File: src/rtl/comm_pkg.sv
// rtl/comm_pkg.sv - shared state encoding, 8N1 frame length and address-width helper
package comm_pkg;

  typedef enum logic [2:0] {
    ST_IDLE,
    ST_FETCH,
    ST_CAPTURE,
    ST_SEND,
    ST_WAIT_TX,
    ST_FINISH
  } state_e;

  // start bit + 8 data bits + stop bit
  localparam int FRAME_BITS = 10;

  // ceil(log2(depth)); held at 1 so a single-word RAM still gets a legal address port
  function automatic int addr_w(input int depth);
    int w;
    w = 0;
    while ((1 << w) < depth) w++;
    return (w < 1) ? 1 : w;
  endfunction

endpackage

File: src/rtl/uart_tx_byte.sv
// rtl/uart_tx_byte.sv - 8N1 byte serialiser, DONE marks the last cycle of the stop bit
module uart_tx_byte
  import comm_pkg::*;
#(
  parameter int CLKS_PER_BIT = 434
) (
  input  logic       CLOCK_50,
  input  logic       RST_N,
  input  logic       GO,
  input  logic [7:0] DATA,
  output logic       TXD,
  output logic       DONE
);
  localparam int                BAUD_W    = (CLKS_PER_BIT > 1) ? $clog2(CLKS_PER_BIT) : 1;
  localparam logic [BAUD_W-1:0] BAUD_LAST = BAUD_W'(CLKS_PER_BIT - 1);
  localparam logic [3:0]        BIT_LAST  = 4'(FRAME_BITS - 1);

  logic [FRAME_BITS-1:0] frame_q;
  logic [BAUD_W-1:0]     baud_q;
  logic [3:0]            bit_q;
  logic                  busy_q;

  // The line is the LSB of the frame shifter; an all-ones shifter is the idle level.
  assign TXD  = frame_q[0];
  // Combinational so the caller can launch the next byte with a single idle cycle.
  assign DONE = busy_q && (baud_q == BAUD_LAST) && (bit_q == BIT_LAST);

  // Load the frame on GO, then shift one bit every CLKS_PER_BIT cycles, back-filling ones.
  always_ff @(posedge CLOCK_50 or negedge RST_N) begin
    if (!RST_N) begin
      frame_q <= '1;
      baud_q  <= '0;
      bit_q   <= '0;
      busy_q  <= 1'b0;
    end else if (!busy_q) begin
      if (GO) begin
        frame_q <= {1'b1, DATA, 1'b0};
        baud_q  <= '0;
        bit_q   <= '0;
        busy_q  <= 1'b1;
      end
    end else if (baud_q == BAUD_LAST) begin
      baud_q  <= '0;
      frame_q <= {1'b1, frame_q[FRAME_BITS-1:1]};
      if (bit_q == BIT_LAST) begin
        busy_q <= 1'b0;
        bit_q  <= '0;
      end else begin
        bit_q <= bit_q + 4'd1;
      end
    end else begin
      baud_q <= baud_q + 1'b1;
    end
  end
endmodule

File: src/rtl/uart_word_streamer.sv
// rtl/uart_word_streamer.sv - streams RAM words out of a UART, byte by byte
module uart_word_streamer
  import comm_pkg::*;
#(
  parameter int  BYTES_PER_WORD = 4,
  parameter int  DEPTH          = 768,
  parameter int  CLKS_PER_BIT   = 434,
  parameter int  MSB_FIRST      = 0,
  parameter int  LOOP           = 0,
  localparam int ADDR_W         = addr_w(DEPTH)
) (
  input  logic                          CLOCK_50,
  input  logic                          RST_N,
  input  logic                          START,
  input  logic                          STOP,
  input  logic [ADDR_W:0]               NUM_WORDS,
  output logic [ADDR_W-1:0]             RD_ADDR,
  output logic                          RD_EN,
  input  logic [8*BYTES_PER_WORD-1:0]   RD_DATA,
  output logic                          UART_TXD,
  output logic                          BUSY,
  output logic                          DONE,
  output logic [ADDR_W:0]               WORD_CNT
);
  localparam int                DATA_W    = 8 * BYTES_PER_WORD;
  localparam logic [ADDR_W:0]   DEPTH_W   = (ADDR_W + 1)'(DEPTH);
  localparam logic [ADDR_W-1:0] LAST_ADDR = ADDR_W'(DEPTH - 1);
  localparam logic [3:0]        LAST_BYTE = 4'(BYTES_PER_WORD - 1);

  state_e              state_q;
  logic [ADDR_W:0]     len_q;
  logic [ADDR_W-1:0]   rd_addr_q;
  logic                rd_en_q;
  logic [ADDR_W:0]     word_cnt_q;
  logic [DATA_W-1:0]   word_q;
  logic [3:0]          byte_idx_q;
  logic                go_q;
  logic                done_q;
  logic                stop_pend_q;

  logic [ADDR_W:0]     len_sel;
  logic [ADDR_W:0]     cnt_inc;
  logic [7:0]          tx_data;
  logic [DATA_W-1:0]   word_next;
  logic                tx_done;

  assign len_sel   = (NUM_WORDS > DEPTH_W) ? DEPTH_W : NUM_WORDS;
  assign cnt_inc   = word_cnt_q + 1'b1;
  // The outgoing byte always sits at one end of the word register; it is shifted after each byte.
  assign tx_data   = (MSB_FIRST != 0) ? word_q[DATA_W-1 -: 8] : word_q[7:0];
  assign word_next = (MSB_FIRST != 0) ? (word_q << 8) : (word_q >> 8);

  uart_tx_byte #(.CLKS_PER_BIT(CLKS_PER_BIT)) u_tx (
    .CLOCK_50 (CLOCK_50),
    .RST_N    (RST_N),
    .GO       (go_q),
    .DATA     (tx_data),
    .TXD      (UART_TXD),
    .DONE     (tx_done)
  );

  assign RD_ADDR  = rd_addr_q;
  assign RD_EN    = rd_en_q;
  assign BUSY     = (state_q != ST_IDLE);
  assign DONE     = done_q;
  assign WORD_CNT = word_cnt_q;

  // Main sequencer; RD_EN, GO and DONE are set on entry to the state that owns them.
  always_ff @(posedge CLOCK_50 or negedge RST_N) begin
    if (!RST_N) begin
      state_q     <= ST_IDLE;
      len_q       <= '0;
      rd_addr_q   <= '0;
      rd_en_q     <= 1'b0;
      word_cnt_q  <= '0;
      word_q      <= '0;
      byte_idx_q  <= '0;
      go_q        <= 1'b0;
      done_q      <= 1'b0;
      stop_pend_q <= 1'b0;
    end else begin
      rd_en_q <= 1'b0;
      go_q    <= 1'b0;
      done_q  <= 1'b0;
      case (state_q)
        ST_IDLE: begin
          stop_pend_q <= 1'b0;
          if (START && !STOP) begin
            len_q      <= len_sel;
            rd_addr_q  <= '0;
            word_cnt_q <= '0;
            if (len_sel == '0) begin
              state_q <= ST_FINISH;
              done_q  <= 1'b1;
            end else begin
              state_q <= ST_FETCH;
              rd_en_q <= 1'b1;
            end
          end
        end
        ST_FETCH: begin
          state_q <= STOP ? ST_IDLE : ST_CAPTURE;
        end
        ST_CAPTURE: begin
          if (STOP) begin
            state_q <= ST_IDLE;
          end else begin
            word_q     <= RD_DATA;
            byte_idx_q <= '0;
            go_q       <= 1'b1;
            state_q    <= ST_SEND;
          end
        end
        ST_SEND: begin
          // The byte has been launched; a STOP here only takes effect once it is on the wire.
          if (STOP) stop_pend_q <= 1'b1;
          state_q <= ST_WAIT_TX;
        end
        ST_WAIT_TX: begin
          if (STOP) stop_pend_q <= 1'b1;
          if (tx_done) begin
            if (STOP || stop_pend_q) begin
              state_q <= ST_IDLE;
            end else if (byte_idx_q != LAST_BYTE) begin
              byte_idx_q <= byte_idx_q + 4'd1;
              word_q     <= word_next;
              go_q       <= 1'b1;
              state_q    <= ST_SEND;
            end else begin
              word_cnt_q <= (word_cnt_q < len_q) ? cnt_inc : word_cnt_q;
              rd_addr_q  <= (rd_addr_q == LAST_ADDR) ? '0 : rd_addr_q + 1'b1;
              if (cnt_inc >= len_q) begin
                state_q <= ST_FINISH;
                done_q  <= 1'b1;
              end else begin
                state_q <= ST_FETCH;
                rd_en_q <= 1'b1;
              end
            end
          end
        end
        ST_FINISH: begin
          if ((LOOP != 0) && !STOP) begin
            rd_addr_q  <= '0;
            word_cnt_q <= '0;
            rd_en_q    <= 1'b1;
            state_q    <= ST_FETCH;
          end else begin
            state_q <= ST_IDLE;
          end
        end
        default: state_q <= ST_IDLE;
      endcase
    end
  end
endmodule
File: config.mk
export PLATFORM = sky130hd
export DESIGN_NAME = uart_word_streamer
export DESIGN_NICKNAME = d
export VERILOG_FILES = /design/src/rtl/comm_pkg.sv /design/src/rtl/uart_tx_byte.sv /design/src/rtl/uart_word_streamer.sv
export SDC_FILE = /design/constraint.sdc
export NUM_CORES = 1
export LEC_CHECK = 0
export ABC_CLOCK_PERIOD_IN_PS = 2700
export CAP_MARGIN = 20
export CORE_ASPECT_RATIO = 1.2
export CORE_MARGIN = 2
export CORE_UTILIZATION = 50
export CTS_CLUSTER_SIZE = 20
export DETAILED_ROUTE_END_ITERATION = 8
export GPL_ROUTABILITY_DRIVEN = 0
export HOLD_SLACK_MARGIN = 0.1
export PLACE_DENSITY_LB_ADDON = 0.08
export SYNTH_ARGS = -nofsm -noshare
export SYNTH_HDL_FRONTEND = slang
export SYNTH_HIERARCHICAL = 1
export SYNTH_SLANG_ARGS = --single-unit
File: constraint.sdc
create_clock -name CLOCK_50 -period 2.7 [get_ports CLOCK_50]
set_clock_uncertainty 0.2 [all_clocks]
set_input_delay 0.27 -clock CLOCK_50 [delete_from_list [all_inputs] [get_ports CLOCK_50]]
set_output_delay 0.27 -clock CLOCK_50 [all_outputs]
set_load 0.01 [all_outputs]
==> flow_results.xml, run 1 <==
<?xml version="1.0" encoding="UTF-8"?>
<metrics>
  <group name="outcome">
    <metric name="run_status" unit="">complete, no violations</metric>
  </group>
  <group name="grt">
    <metric name="largest_net_degree_at_the_start_of_global_routing" unit="">55</metric>
    <metric name="grt_pass1_wl" unit="um">19800</metric>
    <metric name="grt_use_total" unit="%">21.1</metric>
    <metric name="initial_antenna_violation_count" unit="">0</metric>
    <metric name="number_of_global_route_vias_before_repair" unit="">4256</metric>
    <metric name="grt-ovfl-total" unit="">0</metric>
  </group>
  <group name="clock_network">
    <metric name="cts_buffer_depth" unit="">2</metric>
    <metric name="clk_pin_slew" unit="ns">0.07</metric>
    <metric name="cts-root-buf" unit="">sky130_fd_sc_hd__clkbuf_16</metric>
    <metric name="tritoncts" unit="">built</metric>
    <metric name="tritoncts_num_sinks" unit="">98</metric>
    <metric name="cts_made_buffers" unit="">9</metric>
    <metric name="ctsHtreeMaxLevel" unit="">3</metric>
    <metric name="clkLatencyLatePin" unit="ns">0.34</metric>
  </group>
  <group name="synthesis">
    <metric name="yosys-top-cells-area" unit="">sky130_fd_sc_hd__dfrtp_1 42%, sky130_fd_sc_hd__ha_1 6.9%, sky130_fd_sc_hd__nand2_1 5.5%</metric>
    <metric name="yosysUniqueCellTypes" unit="">57</metric>
    <metric name="synth_most_common_cell" unit="">sky130_fd_sc_hd__dfrtp_1</metric>
    <metric name="synthTopCellsByCount" unit="">89 x sky130_fd_sc_hd__dfrtp_1, 77 x sky130_fd_sc_hd__nand2_1, 57 x sky130_fd_sc_hd__o21ai_0, 35 x sky130_fd_sc_hd__nor2_1, 29 x sky130_fd_sc_hd__ha_1</metric>
    <metric name="postSynthAreaPerCell" unit="um2">9.64</metric>
    <metric name="synth-seq-area-share" unit="%">46.6</metric>
    <metric name="synth.ff_latch_count" unit="">98</metric>
    <metric name="number_of_flops_mapped_to_enable_cells_by_yosys" unit="">0</metric>
    <metric name="synth_top_area_share" unit="%">42.2</metric>
    <metric name="yosysWarnings" unit="">6</metric>
    <metric name="async_flop_share" unit="%">100</metric>
    <metric name="syn-cell-area" unit="um2">5280</metric>
    <metric name="ys.flop_type" unit="">sky130_fd_sc_hd__dfrtp_1</metric>
    <metric name="syn-num-nets" unit="">624</metric>
    <metric name="netlist.top_cell.by_area" unit="">sky130_fd_sc_hd__dfrtp_1</metric>
    <metric name="syn_inst" unit="">548</metric>
  </group>
  <group name="worst_setup_path">
    <metric name="critPathRequiredTime" unit="ns">2.73</metric>
    <metric name="cp-start-kind" unit="">flop</metric>
    <metric name="worst-endpoint-arrival" unit="ns">2.61</metric>
    <metric name="slowest_stage" unit="">sky130_fd_sc_hd__a211o_2</metric>
    <metric name="crit_path_max_fanout" unit="">7</metric>
    <metric name="cp-end-kind" unit="">flop</metric>
    <metric name="path_common_cell" unit="">sky130_fd_sc_hd__buf_4</metric>
    <metric name="critical_path.max_stage_delay" unit="ns">0.43</metric>
    <metric name="critical_path.cell_chain" unit="">buf_4, ha_1, a21oi_1, o21ai_0, a211o_2, o21a_2, buf_4, a22o_1</metric>
    <metric name="critPathKind" unit="">reg -&gt; reg</metric>
  </group>
  <group name="final_layout">
    <metric name="final-seq-area" unit="um2">2460</metric>
    <metric name="antenna-diode-count" unit="">0</metric>
    <metric name="fill_cells" unit="">870</metric>
    <metric name="final_cell_count_no_fill" unit="">766</metric>
    <metric name="finish.net_count" unit="">708</metric>
    <metric name="layout-area-overhead-vs-synth" unit="%">26.6</metric>
    <metric name="multi_input_gate_area" unit="um2">2660</metric>
    <metric name="final_layout_size_suffix_gt1_share" unit="%">12.2</metric>
    <metric name="post_route_core_utilization" unit="%">64.2</metric>
  </group>
  <group name="timing">
    <metric name="fmaxAchievable" unit="MHz">386</metric>
    <metric name="rsz_0062_raised_after_global_routing" unit="">yes</metric>
    <metric name="timing.max_slew.rel_slack" unit="%">59.1</metric>
    <metric name="timing.final.setup_violations" unit="">0</metric>
    <metric name="period_share" unit="%">95.8</metric>
    <metric name="timing.final.ws_setup" unit="ns">0.113</metric>
    <metric name="slew_viol_final" unit="">0</metric>
    <metric name="fin_crit" unit="ns">2.59</metric>
    <metric name="final_hold_viols" unit="">0</metric>
    <metric name="tightest_pin_transition" unit="ns">0.614</metric>
    <metric name="holdWs" unit="ns">0.279</metric>
  </group>
  <group name="drt">
    <metric name="dr_wl_cell" unit="um">15.3</metric>
    <metric name="route.detailed.vias_per_inst" unit="">5.60</metric>
    <metric name="route.final.wire_length" unit="um">11700</metric>
    <metric name="drt_first_pass_iters" unit="">4</metric>
    <metric name="wl_met1" unit="um">5340</metric>
    <metric name="routed.top_layer" unit="">met4</metric>
    <metric name="dr_total_vias" unit="">4288</metric>
    <metric name="metal3_wl" unit="um">339</metric>
    <metric name="detail_route.drc_violations" unit="">0</metric>
    <metric name="antenna_violating_nets_post_route" unit="">0</metric>
    <metric name="drt_first_iter_violations" unit="">148</metric>
    <metric name="met2_length" unit="um">5920</metric>
  </group>
  <group name="die">
    <metric name="start_util" unit="%">50.7</metric>
    <metric name="die_area" unit="um2">11400</metric>
    <metric name="die_y" unit="um">117</metric>
    <metric name="dieWidth" unit="um">97.8</metric>
    <metric name="num_rows" unit="">41</metric>
    <metric name="core_area" unit="um2">10400</metric>
    <metric name="ios" unit="">72</metric>
  </group>
  <group name="job">
    <metric name="cap_viol_max_count" unit="">0</metric>
  </group>
  <group name="power_and_ir_drop">
    <metric name="ir_worst_vdd" unit="mV">0.421</metric>
    <metric name="powerDensity" unit="nW/um2">817</metric>
    <metric name="p_leak" unit="nW">2.99</metric>
    <metric name="design_power_total" unit="mW">5.46</metric>
  </group>
  <group name="min_path">
    <metric name="min-delay-path-class" unit="">reg -&gt; reg</metric>
  </group>
  <group name="placed_design">
    <metric name="place_ws" unit="ns">-0.00407</metric>
    <metric name="place.port_buffers" unit="">71</metric>
    <metric name="post_place_cells" unit="">749</metric>
    <metric name="detailedPlacementHpwl" unit="um">8430</metric>
  </group>
</metrics>
[cell families after synthesis]
kind of cell / count (synthesis) / share of synthesized area (%)
AO/OA/AOI/OAI: 143 / 17.8
adder cells (fa/ha/maj): 29 / 6.87
XOR/XNOR: 12 / 1.99
flip-flops: 98 / 46.6
buffers and inverters: 49 / 4.19
AND/OR/NAND/NOR: 191 / 17.6
multiplexers: 26 / 4.98
[area by class of cell]
| type | count | share of cell area [%] |
|---|---|---|
| Inverter | 24 | 1.35 |
| Multi-Input combinational cell | 401 | 39.8 |
| Timing Repair Buffer | 98 | 14.0 |
| Sequential cell | 98 | 36.9 |
| Clock inverter | 5 | 1.87 |
| Clock buffer | 11 | 3.63 |
| Tap cell | 129 | 2.41 |
[state kept, by name (all words and copies together), names as in the netlist]
signal,cells
word_q,32
WORD_CNT,11
len_q,11
RD_ADDR,10
u_tx/baud_q,9
u_tx/frame_q,9
byte_idx_q,4
u_tx/bit_q,4
state_q,3
DONE,1
RD_EN,1
go_q,1
stop_pend_q,1
u_tx/busy_q,1
[where the power goes]
part / total (mW) / internal [mW] / switching, mW
sequential: 2.21 / 1.94 / 0.271
combinational: 1.68 / 0.773 / 0.907
clock: 1.57 / 1.02 / 0.547
total: 5.46 / 3.74 / 1.72
[stage by stage]
stage | cell area, um2 | TNS, ns
floorplan | 5290 | 0
global placement | 6250 | 0
detailed placement | 6250 | -0.00407
CTS | 6640 | 0
global route | 6680 | -0.0114
finish | 6680 | 0
[path summary, 6_finish.rpt]
path / start / end / slack, ns / cells past startpoint
worst max-delay path: WORD_CNT[4] / WORD_CNT[3] / 0.11 / 8
worst min-delay path: word_q[18] / word_q[18] / 0.28 / 2
worst max register to register: WORD_CNT[4] / WORD_CNT[3] / 0.11 / 8
worst min register to register: word_q[18] / word_q[18] / 0.28 / 2
max in group asynchronous: RST_N / u_tx/frame_q[8] / 1.26 / 3
min in group asynchronous: RST_N / u_tx/baud_q[2] / 0.29 / 2
[metal layers]
metal,global-route usage [%],vias up
met5,0,-
met4,6.30,0
met3,3.65,11
met2,37.3,66
met1,26.6,2078
li1,-,2133
[timing repair]
| item | in CTS | in global routing |
|---|---|---|
| endpoints found under the setup margin | 1 | 18 |
| gates cloned | 0 | 0 |
| hold buffers | 1 | 0 |
| setup buffers | 0 | 0 |
| pin swaps | 0 | 1 |
| resized for setup | 1 | 13 |
| hold endpoints to repair | 42 | 0 |
[cell usage in the layout, fill, tap and decap left out, types with 3 or more instances in the layout]
| cell type | synthesis | final |
|---|---|---|
| sky130_fd_sc_hd__nor2b_1 | 3 | 3 |
| sky130_fd_sc_hd__nand3_1 | 22 | 21 |
| sky130_fd_sc_hd__a21o_1 | 7 | 7 |
| sky130_fd_sc_hd__mux2i_1 | 24 | 24 |
| sky130_fd_sc_hd__bufinv_16 | 0 | 4 |
| sky130_fd_sc_hd__o21ai_0 | 57 | 55 |
| sky130_fd_sc_hd__and4_1 | 3 | 3 |
| sky130_fd_sc_hd__o22ai_1 | 13 | 13 |
| sky130_fd_sc_hd__xnor2_1 | 9 | 6 |
| sky130_fd_sc_hd__xor2_1 | 3 | 3 |
| sky130_fd_sc_hd__a21oi_1 | 20 | 20 |
| sky130_fd_sc_hd__dfrtp_1 | 89 | 89 |
| sky130_fd_sc_hd__or3_1 | 3 | 3 |
| sky130_fd_sc_hd__a221o_1 | 3 | 3 |
| sky130_fd_sc_hd__o31ai_1 | 8 | 8 |
| sky130_fd_sc_hd__dfstp_2 | 9 | 9 |
| sky130_fd_sc_hd__nor4_1 | 3 | 3 |
| sky130_fd_sc_hd__nor3_1 | 8 | 5 |
| sky130_fd_sc_hd__nor2_1 | 35 | 34 |
| sky130_fd_sc_hd__clkdlybuf4s50_1 | 0 | 70 |
| sky130_fd_sc_hd__xnor2_2 | 0 | 3 |
| sky130_fd_sc_hd__ha_1 | 29 | 29 |
| sky130_fd_sc_hd__clkbuf_16 | 0 | 9 |
| sky130_fd_sc_hd__nand4_1 | 6 | 6 |
| sky130_fd_sc_hd__nor3b_1 | 4 | 3 |
| sky130_fd_sc_hd__nand2_1 | 77 | 77 |
| sky130_fd_sc_hd__a22o_1 | 15 | 15 |
| sky130_fd_sc_hd__inv_1 | 24 | 24 |
| sky130_fd_sc_hd__a211oi_1 | 3 | 3 |
| sky130_fd_sc_hd__nand2b_1 | 10 | 10 |
| sky130_fd_sc_hd__o211ai_1 | 4 | 4 |
| sky130_fd_sc_hd__buf_4 | 1 | 25 |
[critical path, delay by kind of cell (launching register included)]
kind	cells	cell delay, ns
buffers and inverters	2	0.33
adders and majority gates	1	0.33
DFF	1	0.40
AOI/OAI and AO/OA	5	1.22
Power figures use the tool's default switching activity.
==> run 2: changes to the inputs <==
Settings changed: CORE_ASPECT_RATIO 1.2 to 0.7.
==> run 2 against run 1 <==
Non-clock buffer count up 9. Maximum frequency fell by 1.1%. Cell area fell by 0.26%. Global-route usage up 0.82 points. Setup slack worse by 0.030 ns. Final cell count is 1.6% higher. Hold slack worse by 0.11 ns. Clock-buffer cell count is 4 higher. First-iteration DRC count increased by 110%. Core utilization increased by 0.43 points.
==> flow_results.xml, run 2 (synthesis gave the netlist of run 1 again) <==
<?xml version="1.0" encoding="UTF-8"?>
<metrics>
  <group name="final_layout">
    <metric name="layout.cells.most_common" unit="">sky130_fd_sc_hd__dfrtp_1</metric>
    <metric name="fill_cells" unit="">875</metric>
    <metric name="largest-register" unit="">word_q</metric>
    <metric name="final_layout_size_suffix_gt1_share" unit="%">12.8</metric>
    <metric name="antenna-diode-count" unit="">0</metric>
    <metric name="top_library_cells_by_usage_in_the_layout_fill_and_taps_aside" unit="">89 x sky130_fd_sc_hd__dfrtp_1, 77 x sky130_fd_sc_hd__nand2_1, 70 x sky130_fd_sc_hd__clkdlybuf4s50_1</metric>
    <metric name="finish.net_count" unit="">717</metric>
    <metric name="layout-area-overhead-vs-synth" unit="%">26.2</metric>
    <metric name="largest_register_ff_count" unit="">32</metric>
  </group>
  <group name="timing">
    <metric name="fmaxAchievable" unit="MHz">382</metric>
    <metric name="holdWs" unit="ns">0.169</metric>
    <metric name="timing.max_slew.rel_slack" unit="%">64.1</metric>
    <metric name="fin_crit" unit="ns">2.62</metric>
    <metric name="tightest_pin_transition" unit="ns">0.538</metric>
    <metric name="final_hold_viols" unit="">0</metric>
    <metric name="slew_viol_final" unit="">0</metric>
    <metric name="period_share" unit="%">96.9</metric>
    <metric name="timing.final.setup_violations" unit="">0</metric>
    <metric name="timing.final.ws_setup" unit="ns">0.0827</metric>
    <metric name="rsz_0062_raised_after_global_routing" unit="">no</metric>
  </group>
  <group name="drt">
    <metric name="antenna_violating_nets_post_route" unit="">0</metric>
    <metric name="metal3_wl" unit="um">544</metric>
    <metric name="route.final.wire_length" unit="um">12000</metric>
    <metric name="detail_route.drc_violations" unit="">0</metric>
    <metric name="routed.top_layer" unit="">met4</metric>
    <metric name="met2_length" unit="um">4920</metric>
    <metric name="dr_wl_cell" unit="um">15.4</metric>
    <metric name="drt_first_pass_iters" unit="">4</metric>
    <metric name="route.detailed.vias_per_inst" unit="">5.58</metric>
    <metric name="wl_met1" unit="um">6460</metric>
    <metric name="dr_total_vias" unit="">4344</metric>
    <metric name="drt_first_iter_violations" unit="">305</metric>
  </group>
  <group name="die">
    <metric name="num_rows" unit="">31</metric>
    <metric name="core_area" unit="um2">10300</metric>
    <metric name="dieWidth" unit="um">127</metric>
    <metric name="die_area" unit="um2">11400</metric>
    <metric name="start_util" unit="%">51.2</metric>
    <metric name="ios" unit="">72</metric>
    <metric name="die_y" unit="um">90.0</metric>
  </group>
  <group name="grt">
    <metric name="grt_use_total" unit="%">21.9</metric>
    <metric name="grt_pass1_wl" unit="um">20300</metric>
    <metric name="initial_antenna_violation_count" unit="">0</metric>
    <metric name="number_of_global_route_vias_before_repair" unit="">4222</metric>
    <metric name="largest_net_degree_at_the_start_of_global_routing" unit="">77</metric>
    <metric name="grt-ovfl-total" unit="">0</metric>
  </group>
  <group name="power_and_ir_drop">
    <metric name="power.net_switching" unit="mW">1.74</metric>
    <metric name="cellInternalPower" unit="mW">3.48</metric>
    <metric name="power.combinational.fraction" unit="%">33.3</metric>
    <metric name="p_leak" unit="nW">3.00</metric>
    <metric name="ir_worst_vdd" unit="mV">0.432</metric>
    <metric name="powerDensity" unit="nW/um2">782</metric>
    <metric name="seqPwrFrac" unit="%">42.6</metric>
    <metric name="fraction_of_power_spent_switching_nets" unit="%">33.3</metric>
    <metric name="pwr-share-clk" unit="%">24.2</metric>
  </group>
  <group name="worst_setup_path">
    <metric name="worst-endpoint-arrival" unit="ns">2.64</metric>
    <metric name="worstSetupStartpoint" unit="">WORD_CNT[1]</metric>
    <metric name="crit_path_max_fanout" unit="">4</metric>
    <metric name="cp-end-kind" unit="">flop</metric>
    <metric name="cp-endpoint" unit="">DONE</metric>
    <metric name="r2r-end" unit="">DONE</metric>
    <metric name="reg2reg_from" unit="">WORD_CNT[1]</metric>
    <metric name="cp-start-kind" unit="">flop</metric>
    <metric name="worst_r2r_path_depth" unit="">11</metric>
    <metric name="critPathKind" unit="">reg -&gt; reg</metric>
    <metric name="critPathRequiredTime" unit="ns">2.72</metric>
    <metric name="r2r_setup_slack" unit="ns">0.08</metric>
  </group>
  <group name="clock_network">
    <metric name="tritoncts" unit="">built</metric>
    <metric name="cts_buffer_depth" unit="">2</metric>
    <metric name="cts_setup_buffers" unit="">0</metric>
    <metric name="clkLatencyLatePin" unit="ns">0.34</metric>
    <metric name="cts_made_buffers" unit="">9</metric>
    <metric name="clk_pin_slew" unit="ns">0.07</metric>
    <metric name="ctsHtreeMaxLevel" unit="">3</metric>
    <metric name="cts-root-buf" unit="">sky130_fd_sc_hd__clkbuf_16</metric>
    <metric name="tritoncts_num_sinks" unit="">98</metric>
  </group>
  <group name="placed_design">
    <metric name="place_ws" unit="ns">-0.0370</metric>
    <metric name="detailedPlacementHpwl" unit="um">8850</metric>
    <metric name="place.port_buffers" unit="">71</metric>
  </group>
  <group name="min_path">
    <metric name="min-delay-path-class" unit="">in -&gt; async</metric>
  </group>
  <group name="outcome">
    <metric name="run_status" unit="">complete, no violations</metric>
  </group>
  <group name="job">
    <metric name="cap_viol_max_count" unit="">0</metric>
  </group>
</metrics>
## run 2: changes by cell type in the layout (fill, tap and decap cells not counted), sizes merged
cell    previous run  this run
buf               27        36
bufinv             4         0
clkbuf            11        15
## run 2: metal layers
layer  vias to the layer above  global-route usage (%)
li1                       2150                       -
met1                      2082                    34.8
met2                       106                    31.0
met3                         6                    4.17
met4                         0                    4.49
met5                         -                       0
## run 2: stage by stage
step / setup TNS [ns] / power [mW] / util, % / cell area [um2] / std cells
3_5_place_dp: -0.0643 / 3.96 / 61.3 / 6320 / 761
5_1_grt: 0 / 5.57 / 64.6 / 6670 / 778
4_1_cts: 0 / 5.24 / 64.4 / 6640 / 778
6_report: 0 / 5.21 / 64.6 / 6670 / 778
3_3_place_gp: 0 / 3.88 / 61.3 / 6320 / 761
2_1_floorplan: 0 / 3.35 / - / 5290 / 548
## run 2: power by group through the flow
| stage | logic (mW) | clock network, mW | registers (mW) |
|---|---|---|---|
| 5_1_grt | 1.94 | 1.35 | 2.28 |
| 3_5_place_dp | 1.72 | 0 | 2.24 |
| 4_1_cts | 1.73 | 1.29 | 2.22 |
| 3_3_place_gp | 1.66 | 0 | 2.22 |
| 6_report | 1.73 | 1.26 | 2.22 |
| 2_1_floorplan | 1.20 | 0 | 2.16 |
## run 2: worst min-delay path by stage
stage	startpoint	end	slack, ns	cells past startpoint
floorplan	RST_N	DONE	-0.23	0
global placement	RST_N	u_tx/bit_q[3]	-0.007	1
detailed placement	RST_N	u_tx/bit_q[0]	-0.008	1
CTS	RST_N	u_tx/baud_q[7]	0.17	2
global route	RST_N	u_tx/bit_q[0]	0.19	2
finish	RST_N	u_tx/bit_q[2]	0.17	2
## run 2: worst max-delay path, cell delays in order (launching register included)
cell	delay (ns)
sky130_fd_sc_hd__dfrtp_1	0.40
sky130_fd_sc_hd__ha_2	0.20
sky130_fd_sc_hd__nand2_1	0.08
sky130_fd_sc_hd__nor3_2	0.16
sky130_fd_sc_hd__nand3_1	0.14
sky130_fd_sc_hd__xnor2_2	0.18
sky130_fd_sc_hd__ha_1	0.32
sky130_fd_sc_hd__a41o_1	0.24
sky130_fd_sc_hd__a21oi_1	0.14
sky130_fd_sc_hd__o21ai_2	0.10
sky130_fd_sc_hd__buf_4	0.14
sky130_fd_sc_hd__a22o_1	0.19
## run 2: layout make-up
class,instances,area [um2],area share [%]
well taps,132,165,2.48
inverters,24,90.1,1.35
multi-input cells,401,2650,39.7
repair buffers,107,1010,15.1
flip-flops and latches,98,2460,37.0
clock inverters,1,5.00,0.0751
clock buffers,15,289,4.34
## run 2: repair_timing
| item | 4_1_cts | 5_1_grt |
|---|---|---|
| hold buffers | 1 | 0 |
| resized for setup | 2 | 7 |
| gates cloned | 0 | 0 |
| setup endpoints to repair | 2 | 3 |
| hold endpoints to repair | 91 | 0 |
| pin swaps | 0 | 2 |
